### config.mk
export PLATFORM = sky130hd
export DESIGN_NAME = frame_update_scheduler
export DESIGN_NICKNAME = d
export VERILOG_FILES = /design/src/rtl/frame_update_scheduler.sv
export SDC_FILE = /design/constraint.sdc
export NUM_CORES = 1
export LEC_CHECK = 0
export BUFFER_PORTS_ARGS = -buffer_cell sky130_fd_sc_hd__buf_4
export CORE_UTILIZATION = 45
export DETAILED_ROUTE_END_ITERATION = 10
export PLACE_DENSITY = 0.67
export SYNTH_ARGS = -nofsm -noshare
export SYNTH_HDL_FRONTEND = slang
export SYNTH_SLANG_ARGS = --single-unit
### constraint.sdc
create_clock -name ClkPort -period 4 [get_ports ClkPort]
set_input_delay 0.2 -clock ClkPort [delete_from_list [all_inputs] [get_ports ClkPort]]
set_output_delay 0.2 -clock ClkPort [all_outputs]
set_load 0.01 [all_outputs]
### src/rtl/frame_update_scheduler.sv
// Per-frame update sequencer: on a vSync falling edge it strobes each enabled
// pixel-layer client in index order and waits for its done, with a per-client timeout.
module frame_update_scheduler #(
  parameter int NUM_CLIENTS    = 4,
  parameter int TIMEOUT_CYCLES = 50000,
  parameter int IDX_W          = 2
) (
  input  logic                   ClkPort,
  input  logic                   Reset,
  input  logic                   vSync,
  input  logic                   enable,
  input  logic [3:0]             frame_div,
  input  logic [NUM_CLIENTS-1:0] client_en,
  input  logic [NUM_CLIENTS-1:0] upd_done,
  input  logic                   clr_status,
  output logic [NUM_CLIENTS-1:0] upd_start,
  output logic                   busy,
  output logic [IDX_W-1:0]       cur_client,
  output logic [15:0]            frame_count,
  output logic                   overrun,
  output logic                   timeout_err,
  output logic [IDX_W-1:0]       timeout_client
);

  // state  | meaning
  // IDLE   | waiting for a launch frame
  // SELECT | skip disabled clients, or finish once the index runs past the last client
  // START  | one-cycle start strobe to the current client
  // WAIT   | wait for the current client's done or its timeout
  // FINISH | sequence complete, return to IDLE

  typedef enum logic [2:0] {
    S_IDLE   = 3'd0,
    S_SELECT = 3'd1,
    S_START  = 3'd2,
    S_WAIT   = 3'd3,
    S_FINISH = 3'd4
  } state_t;

  localparam int TMO_W = (TIMEOUT_CYCLES > 1) ? $clog2(TIMEOUT_CYCLES) : 1;
  localparam logic [TMO_W-1:0] TMO_LOAD = TMO_W'(TIMEOUT_CYCLES - 1);
  localparam logic [IDX_W:0]   IDX_END  = (IDX_W+1)'(NUM_CLIENTS);

  state_t state_q, state_d;

  logic                   vsync_d;
  logic                   frame_start;
  logic [3:0]             div_cnt;
  logic                   div_hit;
  logic                   launch;

  // one extra index bit so the index can step past the last client
  logic [IDX_W:0]         idx_q;
  logic                   idx_valid;
  logic [NUM_CLIENTS-1:0] sel_oh;
  logic                   en_sel;
  logic                   done_sel;

  logic [TMO_W-1:0]       tmo_cnt;
  logic                   tmo_zero;

  logic                   idx_clr;
  logic                   idx_inc;
  logic                   tmo_load;
  logic                   tmo_dec;
  logic                   tmo_fire;

  assign frame_start = vsync_d & ~vSync;
  assign div_hit     = (div_cnt == frame_div);
  assign launch      = frame_start & div_hit;
  assign idx_valid   = (idx_q < IDX_END);
  assign tmo_zero    = (tmo_cnt == '0);

  always_comb begin
    sel_oh = '0;
    for (int i = 0; i < NUM_CLIENTS; i++) begin
      sel_oh[i] = (idx_q == (IDX_W+1)'(i));
    end
  end

  assign en_sel   = |(client_en & sel_oh);
  assign done_sel = |(upd_done & sel_oh);

  // frame detection, frame counter and launch divider run independently of the FSM
  always_ff @(posedge ClkPort or posedge Reset) begin
    if (Reset) begin
      vsync_d     <= 1'b1;
      frame_count <= 16'd0;
      div_cnt     <= 4'd0;
    end else begin
      vsync_d <= vSync;
      if (frame_start) begin
        frame_count <= frame_count + 16'd1;
        div_cnt     <= div_hit ? 4'd0 : div_cnt + 4'd1;
      end
    end
  end

  always_ff @(posedge ClkPort or posedge Reset) begin
    if (Reset) begin
      state_q <= S_IDLE;
    end else begin
      state_q <= state_d;
    end
  end

  always_comb begin
    state_d  = state_q;
    idx_clr  = 1'b0;
    idx_inc  = 1'b0;
    tmo_load = 1'b0;
    tmo_dec  = 1'b0;
    tmo_fire = 1'b0;
    case (state_q)
      S_IDLE: begin
        if (launch && enable) begin
          idx_clr = 1'b1;
          state_d = S_SELECT;
        end
      end
      S_SELECT: begin
        if (!idx_valid) begin
          state_d = S_FINISH;
        end else if (!en_sel) begin
          idx_inc = 1'b1;
        end else begin
          state_d = S_START;
        end
      end
      S_START: begin
        tmo_load = 1'b1;
        state_d  = S_WAIT;
      end
      S_WAIT: begin
        // done is checked first so a done on the last allowed cycle is not an error
        if (done_sel) begin
          idx_inc = 1'b1;
          state_d = S_SELECT;
        end else if (tmo_zero) begin
          tmo_fire = 1'b1;
          idx_inc  = 1'b1;
          state_d  = S_SELECT;
        end else begin
          tmo_dec = 1'b1;
        end
      end
      S_FINISH: begin
        state_d = S_IDLE;
      end
      default: begin
        state_d = S_IDLE;
      end
    endcase
  end

  always_comb begin
    upd_start = '0;
    for (int i = 0; i < NUM_CLIENTS; i++) begin
      upd_start[i] = (state_q == S_START) && (idx_q == (IDX_W+1)'(i));
    end
    busy       = (state_q != S_IDLE);
    cur_client = ((state_q == S_START) || (state_q == S_WAIT)) ? idx_q[IDX_W-1:0] : '0;
  end

  // the timeout timer counts down from TIMEOUT_CYCLES-1, so WAIT lasts at most TIMEOUT_CYCLES cycles
  always_ff @(posedge ClkPort or posedge Reset) begin
    if (Reset) begin
      idx_q   <= '0;
      tmo_cnt <= '0;
    end else begin
      if (idx_clr) begin
        idx_q <= '0;
      end else if (idx_inc) begin
        idx_q <= idx_q + 1'b1;
      end
      if (tmo_load) begin
        tmo_cnt <= TMO_LOAD;
      end else if (tmo_dec) begin
        tmo_cnt <= tmo_cnt - 1'b1;
      end
    end
  end

  always_ff @(posedge ClkPort or posedge Reset) begin
    if (Reset) begin
      overrun        <= 1'b0;
      timeout_err    <= 1'b0;
      timeout_client <= '0;
    end else begin
      if (frame_start && (state_q != S_IDLE)) begin
        overrun <= 1'b1;
      end else if (clr_status) begin
        overrun <= 1'b0;
      end
      if (tmo_fire) begin
        timeout_err    <= 1'b1;
        timeout_client <= idx_q[IDX_W-1:0];
      end else if (clr_status) begin
        timeout_err <= 1'b0;
      end
    end
  end

endmodule

==> impl_metrics.ini <==
[critical_path]
crit_arrival_ns = 2.85
rr_worst_depth = 7
required_ns = 4.18
cp_max_fo = 11
worstSetupEndpointType = flip-flop
crit_path_start_kind = flip-flop
crit_type = reg2reg

[route]
num_vias = 1850
routed-wl-met3_um = 195
drc = 0
met1Wirelength_um = 2430
top_layer = met4
dr.pass1.iters = 4
drtAntennaViolNets = 0
via_per_inst = 5.27
drt_iter0_drc = 126
drt-total-wl_um = 4850
wl_per_cell_um = 13.8
wl_met2_um = 2200

[floorplan]
core.rowCount = 26
ios = 44
die_x_um = 76.1
initial_core_util_pct = 47.5
core_sq_um = 5200
die-area_sq_um = 5790
fp.dieH_um = 76.1

[synthesis]
synth_top_area_cell = dfrtp_1
synth_edf_count = 0
syn_nets = 262
synth.avg_cell_area_sq_um = 10.5
yosysWarnings = 0
async_flop_share_pct = 100
synth_top_area_share_pct = 46.6
yosysUniqueCellTypes = 54
synthTopCellsByArea = dfrtp_1 (47%), xnor2_1 (6.0%), ha_1 (4.6%)
syn-instance-count = 236
synth-seq-cells = 47
seq_area_frac_synth_pct = 47.7
synth-main-ff-cell = dfrtp_1
netlist_area_sq_um = 2470

[worst_hold_path]
worstHoldPathType = in2reg
hold_path_depth = 2

[pwr]
power_leakage_nw = 1.37
p_per_area_nw_per_um2 = 498
ir_worst_vdd_mv = 0.294

[clocking]
clockRootBuffer = clkbuf_8
cts_setup_buffers = 0
cts.sinks = 47
cts_inserted_buffers = 5
clkTransAtPathRegs_ns = 0.09
cts_tree = done
htree_levels = 2
cts_buffer_depth = 2
ctsResizeCount = 0
clock_latency_ns = 0.30

[finish]
drive_gt1_share_pct = 23.8
final_cell_mix = dfrtp_1 (46), buf_4 (43), nand2_1 (20), xnor2_1 (17), inv_1 (13)
regArea_sq_um = 1180
layout_commonest_cell = dfrtp_1
multi_input_area_sq_um = 1200
nFillCells = 480
synthToLayoutAreaGrowth_pct = 18.9
antennaDiodeCount = 0
num-nets-final = 306

[timing]
setup_violations = 0
tns_ns = 0
rsz0062_at_grt = no
maxSlewHeadroom_pct = 28.1
hold_viol_final = 0
timing.final.crit_share_pct = 66.9
fin_worst_skew_ns = 0.0113
period_needed_ns = 2.68
setup_ws_ns = 1.32
slew_violations = 0
tightest_slew_ns = 1.07
max_freq_mhz = 374

[global_route]
antenna_found_initial = 0
grt_max_degree = 48
grt_pass1_wl_um = 8740
overflow = 0
grt_pass1_vias = 1775
grt.total_usage_pct = 18.6

[placement]
gp_congestion = 0.834
hpwl_um = 3530
place_ws_ns = 1.33
io_buffers = 43

[run_status]
status = completed

[run]
cap_violations = 0
## routing by layer
layer / vias to the layer above / track usage [%]
met4: 0 / 4.23
met2: 28 / 28.0
met5: - / 0
met1: 891 / 26.7
li1: 929 / -
met3: 2 / 5.27
## state kept, by name (all words and copies together) (netlist names)
register / cells
div_cnt: 4
frame_count: 16
idx_q: 3
overrun: 1
state_q: 3
timeout_client: 2
timeout_err: 1
tmo_cnt: 16
vsync_d: 1
## logic make-up (layout without fill, tap and decap cells)
| logic type | count (synthesis) | in the layout | share of synthesized area (%) |
|---|---|---|---|
| AO/OA/AOI/OAI | 40 | 40 | 12.9 |
| XOR/XNOR | 27 | 27 | 9.57 |
| adder cells (fa/ha/maj) | 9 | 9 | 4.56 |
| buffers and inverters | 21 | 66 | 3.85 |
| flip-flops | 47 | 47 | 47.7 |
| multiplexers | 5 | 5 | 2.13 |
| AND/OR/NAND/NOR | 87 | 87 | 19.3 |
## path summary, 6_finish.rpt
path	start	end	slack, ns
max	idx_q[0]	tmo_cnt[8]	1.32
min	clr_status	overrun	0.08
max reg2reg	idx_q[0]	tmo_cnt[8]	1.32
min reg2reg	frame_count[15]	frame_count[15]	0.48
max in group asynchronous	Reset	tmo_cnt[12]	3.26
min in group asynchronous	Reset	div_cnt[3]	0.13
## critical path, stage by stage, from the launching register on
cell and delay, ns:
dfrtp_1 0.42, inv_1 0.10, ha_1 0.24, a22o_2 0.28, a2111oi_4 0.56, o211ai_2 0.31
o31a_2 0.35, or3_1 0.30
## final cells by class
cell class                 instances  area share [%]
clock buffer                       6            2.47
clock inverter                     2           0.596
inverter                          14            1.79
multi-input combinational        168            40.8
sequential                        47            40.1
tap                               70            2.98
timing repair buffer              44            11.3
## timing repair
| action | in CTS | in global routing |
|---|---|---|
| endpoints found under the hold margin | 0 | 1 |
| setup endpoints to repair | 0 | 0 |
| hold buffers | 0 | 1 |
## per-stage QoR
| stage | utilization (%) | std cells | area, sq um | power [mW] | hold WS (ns) |
|---|---|---|---|---|---|
| floorplan | - | 236 | 2470 | 1.01 | 0.204 |
| global placement | 54.5 | 342 | 2840 | 1.18 | 0.323 |
| detailed placement | 54.5 | 342 | 2840 | 1.19 | 0.326 |
| CTS | 56.3 | 350 | 2930 | 1.48 | 0.00284 |
| global route | 56.4 | 351 | 2940 | 1.58 | 0.0822 |
| finish | 56.4 | 351 | 2940 | 1.46 | 0.0834 |
## cell usage after synthesis, types with 5 or more instances
cell     count
nand3_1      8
xor2_1      10
xnor2_1     17
and3_1       7
nor3_1       6
ha_1         9
inv_1       14
dfrtp_1     46
and2_1       7
nand2_1     20
nor2_1      12
o21ai_0      6
a21oi_1      5
## power breakdown
part           internal (mW)  switching [mW]
logic                  0.240           0.264
registers              0.566           0.108
clock network          0.126           0.159
total                  0.931           0.531
Power figures use the tool's default switching activity.
